[src/rtl/controlador_parqueo_param.sv]
// Parametrised parking-gate controller: key entry, wrong-key lockout, tailgating alarm,
// key-entry timeout and occupancy tracking. Every output is registered.
module controlador_parqueo_param #(
    parameter int                   DIGITOS      = 4,
    parameter logic [4*DIGITOS-1:0] CLAVE_VALIDA = 16'h0259,
    parameter int                   MAX_INTENTOS = 3,
    parameter int                   CAPACIDAD    = 8,
    parameter int                   TIMEOUT      = 16
) (
    input  logic                           Clk,
    input  logic                           Reset,
    input  logic                           Entrada,
    input  logic                           Salida,
    input  logic                           Enter,
    input  logic [4*DIGITOS-1:0]           Clave,
    input  logic                           Egreso,
    output logic                           Abrir,
    output logic                           Cerrar,
    output logic                           AlrmInt,
    output logic                           AlrmCom,
    output logic                           AlrmTiempo,
    output logic                           Lleno,
    output logic [$clog2(CAPACIDAD+1)-1:0] Ocupacion
);

    localparam int OW = $clog2(CAPACIDAD + 1);
    localparam int IW = $clog2(MAX_INTENTOS + 1);
    localparam int TW = $clog2(TIMEOUT);

    localparam logic [OW-1:0] CAP_V = OW'(CAPACIDAD);
    localparam logic [IW-1:0] MAX_V = IW'(MAX_INTENTOS);
    localparam logic [TW-1:0] T_LIM = TW'(TIMEOUT - 1);

    localparam logic [2:0] ESPERA    = 3'd0;
    localparam logic [2:0] INGRESO   = 3'd1;
    localparam logic [2:0] ABIERTO   = 3'd2;
    localparam logic [2:0] BLOQUEO   = 3'd3;
    localparam logic [2:0] COMPUERTA = 3'd4;

    // A key holding any digit above 9 never matches, even if CLAVE_VALIDA itself is malformed.
    function automatic logic es_bcd(input logic [4*DIGITOS-1:0] valor);
        logic ok;
        ok = 1'b1;
        for (int d = 0; d < DIGITOS; d++) begin
            if (valor[4*d +: 4] > 4'd9) ok = 1'b0;
        end
        return ok;
    endfunction

    function automatic logic [OW-1:0] inc_sat(input logic [OW-1:0] valor);
        return (valor == CAP_V) ? valor : valor + 1'b1;
    endfunction

    logic [2:0]    estado, estado_sig;
    logic [IW-1:0] intentos, intentos_sig;
    logic [TW-1:0] timer, timer_sig;
    logic          fin_tiempo;
    logic          clave_ok;
    logic          sube, baja;
    logic [OW-1:0] ocupacion_sig;

    assign clave_ok = Enter && (Clave == CLAVE_VALIDA) && es_bcd(Clave);

    always_comb begin
        estado_sig   = estado;
        intentos_sig = intentos;
        timer_sig    = timer;
        fin_tiempo   = 1'b0;
        case (estado)
            ESPERA: begin
                if (Entrada && !Lleno) begin
                    estado_sig = INGRESO;
                    timer_sig  = '0;
                end
            end
            INGRESO: begin
                timer_sig = timer + 1'b1;
                // A submission on the last allowed cycle takes priority over the timeout.
                if (Enter) begin
                    if (clave_ok) begin
                        estado_sig   = ABIERTO;
                        intentos_sig = '0;
                    end else begin
                        intentos_sig = intentos + 1'b1;
                        timer_sig    = '0;
                        if (intentos_sig >= MAX_V) estado_sig = BLOQUEO;
                    end
                end else if (timer == T_LIM) begin
                    estado_sig = ESPERA;
                    fin_tiempo = 1'b1;
                end
            end
            ABIERTO: begin
                if (Salida) estado_sig = Entrada ? COMPUERTA : ESPERA;
            end
            BLOQUEO, COMPUERTA: begin
                if (clave_ok) begin
                    estado_sig   = ESPERA;
                    intentos_sig = '0;
                end
            end
            default: estado_sig = ESPERA;
        endcase
    end

    // A car entering and one leaving on the same cycle cancel out.
    assign sube = (estado == ABIERTO) && Salida && !Entrada;
    assign baja = Egreso && (Ocupacion != '0);

    always_comb begin
        case ({sube, baja})
            2'b10:   ocupacion_sig = inc_sat(Ocupacion);
            2'b01:   ocupacion_sig = Ocupacion - 1'b1;
            default: ocupacion_sig = Ocupacion;
        endcase
    end

    always_ff @(posedge Clk) begin
        if (Reset) begin
            estado     <= ESPERA;
            intentos   <= '0;
            timer      <= '0;
            Ocupacion  <= '0;
            Abrir      <= 1'b0;
            Cerrar     <= 1'b1;
            AlrmInt    <= 1'b0;
            AlrmCom    <= 1'b0;
            AlrmTiempo <= 1'b0;
            Lleno      <= 1'b0;
        end else begin
            estado     <= estado_sig;
            intentos   <= intentos_sig;
            timer      <= timer_sig;
            Ocupacion  <= ocupacion_sig;
            Abrir      <= (estado_sig == ABIERTO);
            Cerrar     <= (estado_sig != ABIERTO);
            AlrmInt    <= (estado_sig == BLOQUEO);
            AlrmCom    <= (estado_sig == COMPUERTA);
            AlrmTiempo <= fin_tiempo;
            Lleno      <= (ocupacion_sig == CAP_V);
        end
    end

endmodule

[config.mk]
export PLATFORM = sky130hd
export DESIGN_NAME = controlador_parqueo_param
export DESIGN_NICKNAME = d
export VERILOG_FILES = /design/src/rtl/controlador_parqueo_param.sv
export SDC_FILE = /design/constraint.sdc
export NUM_CORES = 1
export LEC_CHECK = 0
export BUFFER_PORTS_ARGS = -buffer_cell sky130_fd_sc_hd__buf_2
export CAP_MARGIN = 20
export CORE_MARGIN = 1
export CORE_UTILIZATION = 38
export CTS_BUF_LIST = sky130_fd_sc_hd__clkbuf_8
export CTS_CLUSTER_SIZE = 14
export DETAILED_ROUTE_END_ITERATION = 10
export PLACE_DENSITY_LB_ADDON = 0.08
export RECOVER_POWER = 50
export SLEW_MARGIN = 20
export SYNTH_ARGS = -nofsm -noshare
export SYNTH_HDL_FRONTEND = slang
export SYNTH_SLANG_ARGS = --single-unit
[constraint.sdc]
create_clock -name Clk -period 3.1 [get_ports Clk]
set_clock_uncertainty 0.05 [all_clocks]
set_input_delay 0.31 -clock Clk [delete_from_list [all_inputs] [get_ports Clk]]
set_output_delay 0.31 -clock Clk [all_outputs]
set_load 0.02 [all_outputs]
Yosys cells after proc, flatten, opt, wreduce, memory -nomap -nowiden

Index checks and enable logic that the tools add are counted.

Bits in registers: 19
Bits in latches: 0
Memory bits (writable): 0
Memory bits (read-only): 0
Bits of input ports: 22
Output and inout bits: 10
Logic and storage cells: 77
Memories: 0

Add/sub/neg operators: 4
$mul: 0
Div/mod/pow operators: 0
Magnitude comparators: 5
Equal/unequal tests: 17
Shift operators: 0
Muxes and demuxes: 24
Bitwise gates (word level): 1
Reduce and logical (&&, ||, !) cells: 16

Operators by type and width:

| cell                   | number |
|---|---|
| $mux W3                | 8 |
| $eq A16 B10 Y1 const B | 1 |
| $gt A4 B4 Y1 const B   | 4 |
| $mux W4                | 4 |
| $pmux W4 S2            | 2 |
| $eq A3 B2 Y1 const B   | 4 |
| $eq A4 B4 Y1 const B   | 3 |
| $pmux W3 S4            | 1 |
| $add A4 B1 Y4 const B  | 2 |
| $eq A3 B3 Y1 const B   | 2 |
| $logic_and A1 B1 Y1    | 6 |
| $mux W2                | 3 |
| $ne A2 B2 Y1 const B   | 3 |
| $mux W1                | 5 |
| $pmux W2 S2            | 1 |
| $reduce_bool A2 Y1     | 2 |
| $reduce_bool A4 Y1     | 1 |
| $sub A4 B1 Y4 const B  | 1 |
| $eq A3 B1 Y1 const B   | 1 |
| $logic_not A3 Y1       | 1 |
| $ne A3 B2 Y1 const B   | 1 |
| $reduce_and A3 Y1      | 1 |
| $reduce_or A3 Y1       | 1 |
| $add A2 B1 Y2 const B  | 1 |
| 7 further kinds        | 8 |

Longest topological paths before layout

Gate-level depths: netlist (run 1).

Word-level depth: 10
Gate-level depth with buffers: 11
Gate-level depth less buffers: 11

Worst setup path before layout (run 1)

Ideal clock, no wire load.

Kind: register to register
From: register Ocupacion[0]
To: register Lleno
Library setup time: 0.096 ns
Arrival time: 1.950 ns
Data required time: 2.954 ns
Setup slack: 1.004 ns
Stages on the path, launching flop included: 10
Buffers on the path: 1
Path through: dfxtp_1 > inv_1 > ha_1 > nand2b_1 > o21a_1 > ha_1 > clkbuf_1 > o21ai_0 > o22a_1 > nor4b_1

Longest elaborated chain between the ends: 5

Ends and longest elaborated chain:

| item                                                                  | line | source |
|---|---|---|
| start, declared                                                       | 23   | `output logic [$clog2(CAPACIDAD+1)-1:0] Ocupacion` |
| start signal, assigned                                                | 134  | `Ocupacion <= ocupacion_sig;` |
| parallel branches: the longest is 3 deep, another holds $add A4 B1 Y4 | --   |  |
| $pmux W4 S2 (*)                                                       | 111  | `case ({sube, baja})` |
| $eq A4 B4 Y1 (*)                                                      | 140  | `Lleno <= (ocupacion_sig == CAP_V);` |
| end signal, assigned                                                  | 140  |  |
| end, declared                                                         | 22   | `output logic Lleno,` |

Mark *: on every way between the ends.
A chain may end at the register's enable or synchronous reset.

Worst setup path after layout (run 1)

Ends and elaborated chain as after synthesis.

==> results of run 1 <==
synth_stat cells, drive strengths merged:
master / instances
a31o: 1
mux2i: 2
nand2: 6
or3: 2
inv: 10
xnor2: 1
a21oi: 9
nor4b: 1
o21a: 1
clkbuf: 3
dfxtp: 19
and3b: 1
a22oi: 3
nor3: 8
nor3b: 1
and4bb: 1
ha: 6
nor2: 14
o32ai: 2
nand3: 6
nor4bb: 1
nand4b: 1
and3: 3
a32oi: 1
a31oi: 2
or3b: 1
o211ai: 1
nand4: 1
buf: 1
o31ai: 1
o21ai: 8
nor2b: 1
nand2b: 2
nor4: 4
nand3b: 5
o22a: 1
placed cells by master, fill, tap and decap left out, types with 2 or more instances in the layout:
cell and instances:
nand2b_1 2, mux2i_1 2, dfxtp_1 19, a21oi_1 9, inv_1 11, buf_2 21, clkbuf_8 3, or3_1 2
nor2_1 14, nand3b_1 5, nand3_1 6, nor4_1 4, o21ai_0 6, ha_1 6, a22oi_1 3, and3_1 2
o32ai_1 2, a31oi_1 2, nor3_1 8, nand2_1 5, clkbuf_1 10
worst reg2reg max path: cells and delay by family, from the launching register on:
family / cells / cell delay [ps]
compound gates: 2 / 400
fa+ha+maj: 2 / 510
buf+inv: 3 / 210
flops: 1 / 460
simple gates: 4 / 500
layer usage:
metal	share of wire, %	up-vias	wire length [µm]	GRT usage (%)
met5	0	-	0	0
met4	0.67	0	16	4.29
met3	4.4	2	105	2.81
met2	49	26	1160	30.3
met1	46	490	1100	21.0
li1	-	544	-	-
power by group through the flow:
stage / Clock [µW] / Combinational [µW] / Sequential, µW
3_5_place_dp: 0 / 42.8 / 257
5_1_grt: 182 / 46.4 / 251
2_1_floorplan: 0 / 24.1 / 256
4_1_cts: 169 / 42.9 / 251
3_3_place_gp: 0 / 42.1 / 256
6_report: 164 / 41.6 / 251
worst min path at each step:
stage,from,to,slack [ps]
2_1_floorplan,intentos[0]$_SDFFE_PP0P_,intentos[0]$_SDFFE_PP0P_,410
3_3_place_gp,intentos[0]$_SDFFE_PP0P_,intentos[0]$_SDFFE_PP0P_,420
3_5_place_dp,intentos[1]$_SDFFE_PP0P_,intentos[1]$_SDFFE_PP0P_,450
4_1_cts,Reset,Ocupacion[2]$_SDFF_PP0_,370
5_1_grt,Reset,Ocupacion[2]$_SDFF_PP0_,390
6_report,Reset,timer[0]$_SDFFE_PP0P_,370
final cells by class:
cell class / count / area (µm²)
sequential: 19 / 380
multi-input combinational: 98 / 641
clock buffer: 3 / 41.3
inverter: 10 / 37.5
fill: 281 / 1450
timing repair buffer: 31 / 143
clock inverter: 1 / 3.75
tap: 31 / 38.8
sequential cells by signal, indices dropped and copies added (netlist names):
name,flops
Cerrar,1
Ocupacion,4
AlrmTiempo,1
AlrmInt,1
timer,4
intentos,2
AlrmCom,1
estado,3
Abrir,1
Lleno,1
cells by family (layout without fill, tap and decap cells):
group	Yosys count	after routing
AOI/OAI and AO/OA	30	30
muxes	2	2
DFF	19	19
adders and majority gates	6	6
xor gates and xnor gates	1	1
buffers and inverters	14	45
and+or+nand+nor	59	59
stage by stage:
stage,hold slack (ps),instance area (µm²)
6_report,373,1280
5_1_grt,388,1280
4_1_cts,374,1310
3_5_place_dp,448,1260
3_3_place_gp,419,1260
2_1_floorplan,407,1080
==> reports/metrics.cfg, run 1 <==
[global_route]
grt_max_degree = 20
grt_first_pass_wirelength_um = 4260
grt-ovfl-total = 0
track_usage_pct = 16.9
grt_pass1_vias = 974
antenna_found_initial = 0

[sta]
fmax_mhz = 449
finalHoldViolCount = 0
fin_crit_sh_pct = 71.8
rsz0062_at_grt = no
postLayoutSetupSlackWorst_ps = 874
worstMarginPinSlew_ps = 631
setup_viol = 0
min_period_ps = 2230
slew_headroom_pct = 57.8
tns_ps = 0
slew_viol_final = 0

[place]
dp_cells = 189
post-dp-hpwl_um = 1860
port_buffers = 31
place_ws_ps = 905
finalWeightedCongestion = 0.891

[drt]
final_antenna_net_count = 0
routed_wl_um = 2380
routed_via_density = 5.50
drc = 0
drt_first_pass_iters = 4
drtIter0Drc = 20
wl_per_cell_um = 12.3
vias = 1062

[setup_path]
rr_endpoint = Lleno$_SDFF_PP0_
cp-startpoint = Ocupacion[0]$_SDFF_PP0_
worst-path-stages = 11
cp.buffers_inverters = 3
crit_type = reg -> reg
end_kind = flip-flop
slowest_stage = dfxtp_1
critical_path.max_stage_delay_ps = 460
r2r_cells = 11
startpoint_type = flip-flop
rrSetupSlack_ps = 870
crit_family = adder cells
r2r-start = Ocupacion[0]$_SDFF_PP0_
cp-endpoint = Lleno$_SDFF_PP0_
cp.arrival_ps = 2330
cp_data_required_time_ps = 3200
cp_cell_sequence = inv_1, ha_1, nand2b_1, o21a_1, inv_1, ha_1, inv_1, nor2_1, o21ai_0, nand3_1, nor4b_1
crit_top_cell = inv_1
crit_path_max_fanout = 8

[cts]
cts_resized = 0
post-cts-setup-buffers = 0
cts_tree = built
htree_levels = 1
clock-sinks = 19
cts.clk_slew.worst_paths_ps = 70
root_buffer = clkbuf_8
clockBufferDepth = 2
cts_hold_buf = 0
cts_made_buffers = 3
clock_latency_ps = 250

[final_layout]
instances_no_fill = 193
fin_util_pct = 47.0
num_antenna_cells = 0
area_growth_syn_to_layout_pct = 18.5
drive_gt1_share_pct = 17.9
nets = 191

[synthesis]
synth-compound-area-share_pct = 18.8
synth_top_family_by_area = simple AND/OR/NAND/NOR gates
yosysWarnings = 0
syn-num-nets = 159
yosysSeqAreaShare_pct = 35.1
synth_area_leaders = dfxtp_1, ha_1, nor2_1, a21oi_1, nor3_1
netlist_instances = 131
syn-mean-instance-area_um2 = 8.28
synth_simple_gate_area_share_pct = 31.7
synth_seq_cells = 19
syn_area_um2 = 1080
synth_fa_ha_area_share_pct = 6.92
yosys.cell_types.count = 40
muxShareOfSynthArea_pct = 1.85
synth_top_cell_area_share_pct = 35.1
synth_top_cell_by_area = dfxtp_1
synth_xor_area_share_pct = 0.807

[pwr]
ir_worst_vdd_v = 0.000198
p_comb_share_pct = 9.1
p_per_area_nw_per_um2 = 355
p_switching_uw = 102
seqPwrFrac_pct = 55.0
intPower_uw = 354
swShare_pct = 22.3
clkPwrFrac_pct = 35.9
finalPower_uw = 456
leakage_uw = 0.000511

[floorplanning]
chipWidth_um = 55.4
coreArea_um2 = 2730
num_io_pins = 32
rows = 19
die_h_um = 55.4
dieArea_um2 = 3070
start_util_pct = 39.7

[hold_path]
hold_class = in -> reg
holdPathStages = 2

[run]
maxCapViolations = 0

[run_status]
status = complete, no violations

Note: power is estimated with default switching activity, not from simulation.
==> run 2: changes to the inputs <==
--- a/config.mk
+++ b/config.mk
@@ -5,6 +5,7 @@
 export SDC_FILE = /design/constraint.sdc
 export NUM_CORES = 1
 export LEC_CHECK = 0
+export ABC_AREA = 1
 export BUFFER_PORTS_ARGS = -buffer_cell sky130_fd_sc_hd__buf_2
 export CAP_MARGIN = 20
 export CORE_MARGIN = 1
==> constraint.sdc (replaced) <==
create_clock -name Clk -period 1.8 [get_ports Clk]
set_clock_uncertainty 0.05 [all_clocks]
set_input_delay 0.18 -clock Clk [delete_from_list [all_inputs] [get_ports Clk]]
set_output_delay 0.18 -clock Clk [all_outputs]
set_load 0.02 [all_outputs]
==> reports/metrics.cfg, run 2 <==
[setup_path]
crit_family = simple AND/OR/NAND/NOR gates
cp.buffers_inverters = 5  ; +2
cp_data_required_time_ps = 1910  ; -1290 ps
cp_cell_sequence = inv_2, ha_4, inv_2, nor2_4, nand2_1, nand2_2, inv_2, ha_4, inv_6, nand2_4, inv_2, o21ai_2, nor2_1, nand2_1, nor2_1
critical_path.max_stage_delay_ps = 330  ; -130 ps
slowest_stage = dfxtp_2
crit_top_cell = inv_2
crit_type = reg -> reg
startpoint_type = flip-flop
crit_path_max_fanout = 7  ; -1
end_kind = flip-flop
cp.arrival_ps = 1860  ; -470 ps

[sta]
slew_headroom_pct = 76.6  ; +19 points
min_period_ps = 1760  ; -468 ps
fmax_mhz = 569  ; +27%
worstMarginPinSlew_ps = 347  ; -285 ps
fin_crit_sh_pct = 97.7  ; +26 points
finalHoldViolCount = 0  ; unchanged
whs_ps = 114  ; -260 ps
setup_viol = 0  ; unchanged
rsz0062_at_grt = yes
slew_viol_final = 0  ; unchanged
postLayoutSetupSlackWorst_ps = 41.9  ; -832 ps

[place]
place_ws_ps = -79.8  ; -985 ps
finalWeightedCongestion = 0.786  ; -12%
post-dp-hpwl_um = 2130  ; +15%
placed_cell_area_um2 = 1430  ; +13%
dp_cells = 258  ; +37%
port_buffers = 31  ; unchanged

[floorplanning]
chipWidth_um = 58.1  ; +4.9%
rows = 20  ; +1
die_h_um = 58.1  ; +4.9%
num_io_pins = 32  ; unchanged
start_util_pct = 39.5  ; -0.13 points
coreArea_um2 = 3030  ; +11%
dieArea_um2 = 3380  ; +10%

[run_status]
status = complete, no violations

[synthesis]
synth_top_cell_area_share_pct = 31.8  ; -3.3 points
synthArstFlopShare_pct = 0  ; unchanged
netlist_instances = 181  ; +38%
yosysWarnings = 0  ; unchanged
synth-edff-count = 0  ; unchanged
synth.most_common_cell = nand2_1
syn-mean-instance-area_um2 = 6.62  ; -20%
syn_area_um2 = 1200  ; +10%
yosysSeqAreaShare_pct = 31.8  ; -3.3 points
yosys.cell_types.count = 27  ; -33%
synth_seq_cells = 19  ; unchanged
dominantRegCellSynth = dfxtp_1
synth_top_cell_by_area = dfxtp_1
synth_common_cells = nand2_1, inv_1, nor2_1, dfxtp_1, nand3_1
syn-num-nets = 209  ; +31%
synth_area_leaders = dfxtp_1, nand2_1, inv_1, nor2_1, nand3_1

[global_route]
grt_pass1_vias = 1117  ; +15%
track_usage_pct = 17.8  ; +0.86 points
grt_max_degree = 16  ; -20%
antenna_found_initial = 0  ; unchanged
grt_first_pass_wirelength_um = 4680  ; +9.7%
grt-ovfl-total = 0  ; unchanged

[cts]
cts.clk_slew.worst_paths_ps = 80  ; about the same
htree_levels = 1  ; unchanged
clockBufferDepth = 2  ; unchanged
clock-sinks = 19  ; unchanged
clock_latency_ps = 260  ; about the same
cts_tree = built
cts_made_buffers = 3  ; unchanged
root_buffer = clkbuf_8

[final_layout]
nets = 250  ; +31%
fin_util_pct = 51.4  ; +4.4 points
largest_registers = Ocupacion x4, timer x4, estado x3
layout_common_cells = nand2_1, nor2_1, buf_2
fin_area_um2 = 1560  ; +21%
num_antenna_cells = 0  ; unchanged
layout_commonest_cell = nand2_1
area_growth_syn_to_layout_pct = 30.1
instances_no_fill = 265  ; +37%
drive_gt1_share_pct = 30.8  ; +13 points

[drt]
vias = 1219  ; +15%
wl_per_cell_um = 10.6  ; -14%
drt_first_pass_iters = 4  ; unchanged
routed_wl_um = 2810  ; +18%
final_antenna_net_count = 0  ; unchanged
drtIter0Drc = 35  ; +75%
drc = 0  ; unchanged
routed_via_density = 4.60  ; -16%

[pwr]
p_per_area_nw_per_um2 = 847  ; +140%
leakage_uw = 0.000727  ; +42%
ir_worst_vdd_v = 0.000297  ; +50%

[run]
maxCapViolations = 0  ; unchanged

[hold_path]
hold_class = in -> reg

[run 2: changes by cell type after synthesis, moves of 3 or more]
cell / change
a21oi_2: +3
inv_1: +17
inv_2: +4
nand2_1: +32
nand3_1: +13
nor2_1: +13
nor2_2: +5
nor3_1: -6
nor4_1: -3
[run 2: path summary, 6_finish.rpt]
check / start / end / slack (ps) / cells past startpoint
hold / removal: Enter / AlrmTiempo$_SDFF_PP0_ / 110 / 2
setup / recovery: Ocupacion[1]$_SDFF_PP0_ / Lleno$_SDFF_PP0_ / 40 / 15
setup reg to reg: Ocupacion[1]$_SDFF_PP0_ / Lleno$_SDFF_PP0_ / 40 / 15
hold reg to reg: timer[1]$_SDFFE_PP0P_ / timer[1]$_SDFFE_PP0P_ / 440 / 2
[run 2: cell families (layout without fill, tap and decap cells)]
logic type | after synthesis | after routing | synth area share, %
buf+inv | 32 | 72 | 10.0
compound gates | 20 | 20 | 9.93
simple gates | 102 | 102 | 40.5
flops | 19 | 19 | 31.8
xor+xnor | 2 | 2 | 1.46
fa+ha+maj | 6 | 6 | 6.27
[run 2: metrics by stage]
stage	TNS, ps	total power [µW]
after floorplan	0	809
after global placement	0	925
after detailed placement	-116	934
after CTS	0	1280
after global routing	-39.4	1400
final	0	1320
[run 2: area by class of cell]
| class | count | area [µm²] |
|---|---|---|
| Timing Repair Buffer | 37 | 190 |
| Tap cell | 44 | 55.1 |
| Sequential cell | 19 | 385 |
| Clock inverter | 1 | 5.00 |
| Multi-Input combinational cell | 130 | 759 |
| Clock buffer | 3 | 41.3 |
| Inverter | 31 | 121 |
| Fill cell | 317 | 1470 |
[run 2: report_power, final]
part,internal (µW),total [µW],leakage [µW],switching (µW)
registers,459,507,0.000156,47.1
logic,199,511,0.000545,312
clock network,154,301,0.0000255,147
total,812,1320,0.000727,507
[run 2: routing by layer]
layer	track usage [%]	up-vias	wire length, µm
li1	-	654	-
met1	23.5	538	1320
met2	30.0	24	1360
met3	2.68	3	116
met4	5.10	0	21
met5	0	-	0
[run 2: repair_timing]
item | CTS | global route
pin swaps | 8 | 7
endpoints found under the setup margin | 3 | 4
hold buffers | 0 | 0
resized for setup | 12 | 9
buffers inserted | 1 | 2
